===== config.mk =====
export PLATFORM = sky130hd
export DESIGN_NAME = rr_arb_4b_5to1
export DESIGN_NICKNAME = d
export VERILOG_FILES = /design/src/rtl/rr_arb_4b_5to1.sv
export SDC_FILE = /design/constraint.sdc
export NUM_CORES = 1
export LEC_CHECK = 0
export BUFFER_PORTS_ARGS = -buffer_cell sky130_fd_sc_hd__buf_2
export CORE_MARGIN = 2
export CORE_UTILIZATION = 25
export DETAILED_ROUTE_END_ITERATION = 16
export GPL_TIMING_DRIVEN = 0
export PLACE_DENSITY_LB_ADDON = 0.1
export SLEW_MARGIN = 20
export SYNTH_ARGS = -nofsm -noshare
export SYNTH_HDL_FRONTEND = slang
export SYNTH_SLANG_ARGS = --single-unit

===== constraint.sdc =====
create_clock -name clk -period 4.25 [get_ports clk]
set_clock_uncertainty 0.05 [all_clocks]
set_input_delay 0.2125 -clock clk [delete_from_list [all_inputs] [get_ports clk]]
set_output_delay 0.2125 -clock clk [all_outputs]
set_load 0.02 [all_outputs]

===== src/rtl/rr_arb_4b_5to1.sv =====
// Five-channel 4-bit round-robin arbiter with a single-entry registered output.
// Priority rotates to the channel after the winner, only on accepted transfers.
module rr_arb_4b_5to1 (
  input  logic       clk,
  input  logic       reset,
  input  logic [3:0] in0,
  input  logic [3:0] in1,
  input  logic [3:0] in2,
  input  logic [3:0] in3,
  input  logic [3:0] in4,
  input  logic [4:0] in_val,
  output logic [4:0] in_rdy,
  output logic [3:0] out,
  output logic [2:0] out_sel,
  output logic       out_val,
  input  logic       out_rdy
);

  logic [2:0] ptr_q, ptr_d;
  logic       full_q, full_d;
  logic [3:0] data_q, data_d;
  logic [2:0] sel_q, sel_d;

  logic       gnt_vld;
  logic [2:0] gnt;
  logic [3:0] gnt_data;
  logic       can_accept;
  logic       xfer;
  logic [3:0] sum;
  logic [2:0] idx;

  // Scan from the farthest offset down so the closest valid channel to ptr wins.
  always_comb begin
    gnt_vld = 1'b0;
    gnt     = 3'd0;
    sum     = 4'd0;
    idx     = 3'd0;
    for (int i = 4; i >= 0; i--) begin
      sum = {1'b0, ptr_q} + 4'(i);
      idx = (sum >= 4'd5) ? 3'(sum - 4'd5) : sum[2:0];
      if (in_val[idx]) begin
        gnt_vld = 1'b1;
        gnt     = idx;
      end
    end
  end

  always_comb begin
    case (gnt)
      3'd0:    gnt_data = in0;
      3'd1:    gnt_data = in1;
      3'd2:    gnt_data = in2;
      3'd3:    gnt_data = in3;
      default: gnt_data = in4;
    endcase
  end

  assign can_accept = !full_q || out_rdy;
  assign xfer       = gnt_vld && can_accept;
  assign in_rdy     = xfer ? 5'(5'b00001 << gnt) : 5'b00000;

  always_comb begin
    ptr_d  = ptr_q;
    full_d = full_q;
    data_d = data_q;
    sel_d  = sel_q;
    if (xfer) begin
      data_d = gnt_data;
      sel_d  = gnt;
      full_d = 1'b1;
      ptr_d  = (gnt == 3'd4) ? 3'd0 : gnt + 3'd1;
    end else if (full_q && out_rdy) begin
      full_d = 1'b0;
    end
  end

  always_ff @(posedge clk or posedge reset) begin
    if (reset) begin
      ptr_q  <= 3'd0;
      full_q <= 1'b0;
      data_q <= 4'd0;
      sel_q  <= 3'd0;
    end else begin
      ptr_q  <= ptr_d;
      full_q <= full_d;
      data_q <= data_d;
      sel_q  <= sel_d;
    end
  end

  assign out_val = full_q;
  assign out     = data_q;
  assign out_sel = sel_q;

endmodule

# Word level (Yosys, flattened, before mapping)
# Cells that the tools add are included.
dict set report op_classes {
  mux 30
  shift 1
  addsub 10
  order_cmp 10
  n_eq_ne 4
  reduce_logical 6
}
# cell count
set op_table {}
lappend op_table {{$mux 3} 11}
lappend op_table {{$lt 3x4->1 const B} 5}
lappend op_table {{$ge 4x3->1 const B} 4}
lappend op_table {{$pmux 4 s4} 1}
lappend op_table {{$bmux 1 s3} 5}
lappend op_table {{$sub 3x3->3 const B} 5}
lappend op_table {{$mux 1} 12}
lappend op_table {{$add 3x2->4 const B} 2}
lappend op_table {{$eq 3x2->1 const B} 2}
lappend op_table {{$mux 5} 1}
lappend op_table {{$shl 1x3->5 const A} 1}
lappend op_table {{$add 3x1->4 const B} 1}
lappend op_table {{$add 3x3->4 const B} 1}
lappend op_table {{$add 3x1->3 const B} 1}
lappend op_table {{$eq 3x1->1 const B} 1}
lappend op_table {{$eq 3x3->1 const B} 1}
lappend op_table {{$ge 3x3->1 const B} 1}
lappend op_table {{$logic_not 3->1} 1}
lappend op_table {{$logic_and 1x1->1} 2}
lappend op_table {{$reduce_bool 2->1} 1}
lappend op_table {{$logic_not 1->1} 1}
lappend op_table {{$logic_or 1x1->1} 1}
dict set report word_totals {
  input_bits 28
  reg_bits 11
}

# Depth between registers and ports, before layout
dict set report logic_depth {
  word_depth 12
  mapped_depth 18
  depth_no_buf 17
}

# Least setup slack after synthesis
# Ideal clock, no wire load.
dict set report synth_timing {
  kind {register -> register}
  start {register ptr_q[0]}
  end {register data_q[2] (netlist: out[2])}
  stages_incl_launch_ff 17
  t_arrival_ns 3.704
  setup_slack_ns 0.362
  period_less_slack_ns 3.888
  path_cell_list {dfrtp_1 buf_4 clkinv_2 ha_1 inv_1 fa_1 or3_1 a221o_1 a21oi_2 or2_1 o32ai_1 a221oi_2 inv_1 ha_1 a222oi_1 a2bb2oi_1 o211ai_1}
}
dict set report synth_via {
  elab_chain_len 12
  elab_cells_between_ends 45
  cone_classes {add/sub: 9; order compare: 5; eq/ne: 3; mux: 26; reduce/logical: 2}
}
# element line
set synth_rtl {}
lappend synth_rtl {{start, declared} 19} ;# logic [2:0] ptr_q, ptr_d;
lappend synth_rtl {{start signal, assigned} 84} ;# ptr_q <= ptr_d;
lappend synth_rtl {{$add 3x3->4} 39} ;# sum = {1'b0, ptr_q} + 4'(i);
lappend synth_rtl {{$ge 4x3->1 or $sub 3x3->3 (tied branches)} 40} ;# idx = (sum >= 4'd5) ? 3'(sum - 4'd5) : sum[2:0];
lappend synth_rtl {{$mux 3} 40}
lappend synth_rtl {{$bmux 1 s3} 41} ;# if (in_val[idx]) begin
lappend synth_rtl {{$mux 1 (not written as such)} 41}
lappend synth_rtl {{$mux 3 (4 in a row)} 41}
lappend synth_rtl {{$mux 3 *} 41}
lappend synth_rtl {{named net gnt[1]} 25} ;# logic [2:0] gnt;
lappend synth_rtl {{$eq 3x2->1, or another cell as far along} 49} ;# case (gnt)
lappend synth_rtl {{$pmux 4 s4 *} 49}
lappend synth_rtl {{end signal, assigned} 86} ;# data_q <= data_d;
lappend synth_rtl {{end, declared} 21} ;# logic [3:0] data_q, data_d;
# The timed path passes the listed nets; every way through them passes the cells marked *. The select of a mux whose other input is x is not followed.
# A chain may end at the register's enable or synchronous reset.

# Worst setup path after layout
dict set report layout_timing {
  start {register ptr_q[0]}
  end {output in_rdy[3]}
}
dict set report layout_via {
  elab_chain_len 12
  elab_cells_between_ends 42
  cone_classes {add/sub: 9; order compare: 5; shift: 1; mux: 26; reduce/logical: 1}
}
# element line
set layout_rtl {}
lappend layout_rtl {{$add 3x3->4} 39}
lappend layout_rtl {{$ge 4x3->1 or $sub 3x3->3 (tied branches)} 40}
lappend layout_rtl {{$mux 3} 40}
lappend layout_rtl {{$bmux 1 s3} 41}
lappend layout_rtl {{$mux 1 (not written as such)} 41}
lappend layout_rtl {{$mux 3 (4 in a row)} 41}
lappend layout_rtl {{$mux 3 *} 41}
lappend layout_rtl {{named net gnt[0]} 25}
lappend layout_rtl {{$shl 1x3->5 *} 60} ;# assign in_rdy = xfer ? 5'(5'b00001 << gnt) : 5'b00000;
lappend layout_rtl {{$mux 5 *} 60}
lappend layout_rtl {{end, declared} 12} ;# output logic [4:0] in_rdy,
# Marks and branches as above.

==> results.py <==
metrics = {
    "run_status": {
        "outcome": "finished clean",
    },
    "synthesis": {
        "yosys_register_bits": 11,
        "synth_top_family_by_area": "compound AO/OA/AOI/OAI gates",
        "syn_nets": 261,
        "avgSynthCellArea_sq_um": 8.48,
        "async_flop_share": 1.00,
        "synth_warnings": 0,
        "synthAdderAreaFrac": 0.0983,
        "synth_compound_area_frac": 0.299,
        "synth_cell_type_count": 67,
        "synthesis.area_sq_mm": 0.00186,
        "synth_edf_count": 0,
        "synth_xor_area_frac": 0.0141,
        "synthMuxAreaShare": 0.122,
        "synth_flop_cell": "dfrtp_1",
        "synth-seq-area-share": 0.148,
        "synthSimpleGateAreaFrac": 0.242,
        "postSynthCellCount": 219,
    },
    "critical_path": {
        "slowest_stage": "fa_2",
        "r2r-end": "out[0]",
        "crit_required_ns": 3.99,
        "slowest_delay_ns": 0.44,
        "r2r_start": "ptr_q[0]",
        "end_kind": "output pin",
        "path_common_cell": "ha_4",
        "r2r.worst_path.cells": 16,
        "cp_cell_sequence": "buf_8, inv_8, ha_2, inv_1, fa_2, or2_1, buf_6, nor3b_1, o211a_1, or2_4, a311o_1, a31o_4, ha_4, ha_4, inv_2, nor2_1, buf_2",
        "reg2reg_slack_ns": 0.18,
        "startpoint_type": "flop",
        "path_class": "flop to output pin",
        "crit_fanout": 10,
        "cp_data_arrival_time_ns": 3.86,
    },
    "cts": {
        "cts_tree": "done",
        "cts.sinks": 11,
        "htreeDepth": 1,
        "cts_made_buffers": 3,
        "cts-root-buf": "clkbuf_8",
        "cts_buffer_depth": 2,
        "worstSkewPairLatency_ns": 0.23,
        "clk_pin_slew_ns": 0.05,
    },
    "drt": {
        "ant_nets": 0,
        "first_pass_iters": 4,
        "wl_per_cell_microns": 16.2,
        "avgViaCountPerCell": 5.09,
        "finalWirelength_microns": 6060,
        "drt_drc_violations_left": 0,
        "vias": 1897,
        "drt_iter0_drc": 116,
    },
    "timing": {
        "finalSetupViolCount": 0,
        "max_freq_mhz": 243,
        "rsz0062_at_grt": "yes",
        "tightest_slew_ns": 0.512,
        "timing.final.crit_share": 0.969,
        "hold_slack_ns": 0.239,
        "setup_ws_ns": 0.130,
        "slew_headroom": 0.659,
        "post-route-min-period_ns": 4.12,
        "maxSlewViolCount": 0,
        "final_hold_viol_count": 0,
    },
    "cells_and_area": {
        "layout_common_cells": "buf_2, nand2_1, buf_4",
        "diodes": 0,
        "drive_above_1_share": 0.423,
        "fill_cells": 793,
        "finish.utilization": 0.348,
        "nets": 317,
        "syn_to_final_growth_pct": 34.9,
        "final_common_cell": "buf_2",
    },
    "die": {
        "initial_core_util": 0.258,
        "die_h_microns": 90.2,
        "io_pins": 41,
        "die_x_microns": 90.2,
        "num_rows": 31,
        "core_sq_mm": 0.00721,
        "die_area_sq_mm": 0.00814,
    },
    "min_path": {
        "whs_path_depth": 3,
        "hp-start": "in3[2]",
        "hold_end": "out[2]",
        "hold_path_class": "primary input to flop",
    },
    "placed_design": {
        "hpwlAfterDp_microns": 4590,
        "gp_congestion": 0.800,
        "port_buffers": 38,
        "place_ws_ns": -0.500,
    },
    "global_routing": {
        "use_met3": 0.0176,
        "antenna_found_initial": 0,
        "grt_max_degree": 12,
        "grt-ovfl-total": 0,
        "grtUsageMet2": 0.257,
        "grt_use_total": 0.144,
        "grt_pass1_wl_microns": 9650,
        "grt_pass1_vias": 1923,
        "met1_usage": 0.187,
        "grt-busiest-layer": "met2",
    },
    "run": {
        "cap_violations": 0,
    },
}
what timing repair did:
item,in CTS,in global routing
gates cloned,0,0
endpoints found under the setup margin,12,9
gates resized for setup,15,29
pin swaps,4,11
hold buffers,1,0
endpoints found under the hold margin,11,0
setup buffers,3,9
worst max path at each step:
stage | cells after the start | start | endpoint | slack, ns
2_1_floorplan | 16 | ptr_q[0] | out[2] | 0.36
3_3_place_gp | 14 | ptr_q[1] | out[0] | -0.51
3_5_place_dp | 14 | ptr_q[1] | out[0] | -0.50
4_1_cts | 16 | ptr_q[0] | out[0] | 0.009
5_1_grt | 16 | ptr_q[1] | out[0] | -0.05
6_report | 17 | ptr_q[0] | in_rdy[3] | 0.13
synth_stat cells, types with 6 or more instances:
master     n  share of area
nand2_1   19          0.038
ha_1      13          0.088
nor2_1    12          0.024
dfrtp_1   11           0.15
inv_1     11          0.022
mux2i_1   11          0.059
a21oi_1    7          0.019
buf_2      7          0.019
nand2b_1   7          0.024
nor2b_1    7          0.024
o21ai_0    6          0.016
worst max-delay path, delay by kind of cell, from the launching register on:
kind	cells	cell delay [ns]
DFF	1	0.42
and+or+nand+nor	4	0.72
AOI/OAI and AO/OA	3	0.82
adders and majority gates	4	0.98
buffers and inverters	6	0.67
per-stage QoR:
stage / instances / instance area (sq um) / setup TNS (ns)
CTS: 364 / 2290 / 0
detailed placement: 356 / 2170 / -2.75
global placement: 356 / 2170 / -3.09
floorplan: 219 / 1860 / 0
global route: 373 / 2510 / -0.0883
finish: 373 / 2510 / 0
layout make-up:
| cell class | count | area (sq um) | area share |
|---|---|---|---|
| Buffer | 15 | 108 | 0.0429 |
| Clock buffer | 4 | 45.0 | 0.0180 |
| Inverter | 12 | 56.3 | 0.0225 |
| Multi-Input combinational cell | 181 | 1610 | 0.641 |
| Sequential cell | 11 | 278 | 0.111 |
| Tap cell | 99 | 124 | 0.0494 |
| Timing Repair Buffer | 51 | 290 | 0.116 |
cell families after synthesis:
group / Yosys count
and+or+nand+nor: 78
muxes: 18
xor gates and xnor gates: 3
DFF: 11
adders and majority gates: 14
AOI/OAI and AO/OA: 68
buffers and inverters: 27
flip-flops by register name (all words and copies together), names as in the netlist:
name     flops
out_val      1
out          4
ptr_q        3
out_sel      3
layer usage:
layer  wire length (microns)  part of all wire  vias up
met3                     267             0.044        0
met1                    2820              0.47      907
met2                    2970              0.49       48
met4                       0                 0        0
met5                       0                 0        -
li1                        -                 -      942
Power is left out: the tool's default activity adds up to more than one toggle a clock period on the data nets, which glitch-free logic cannot reach.
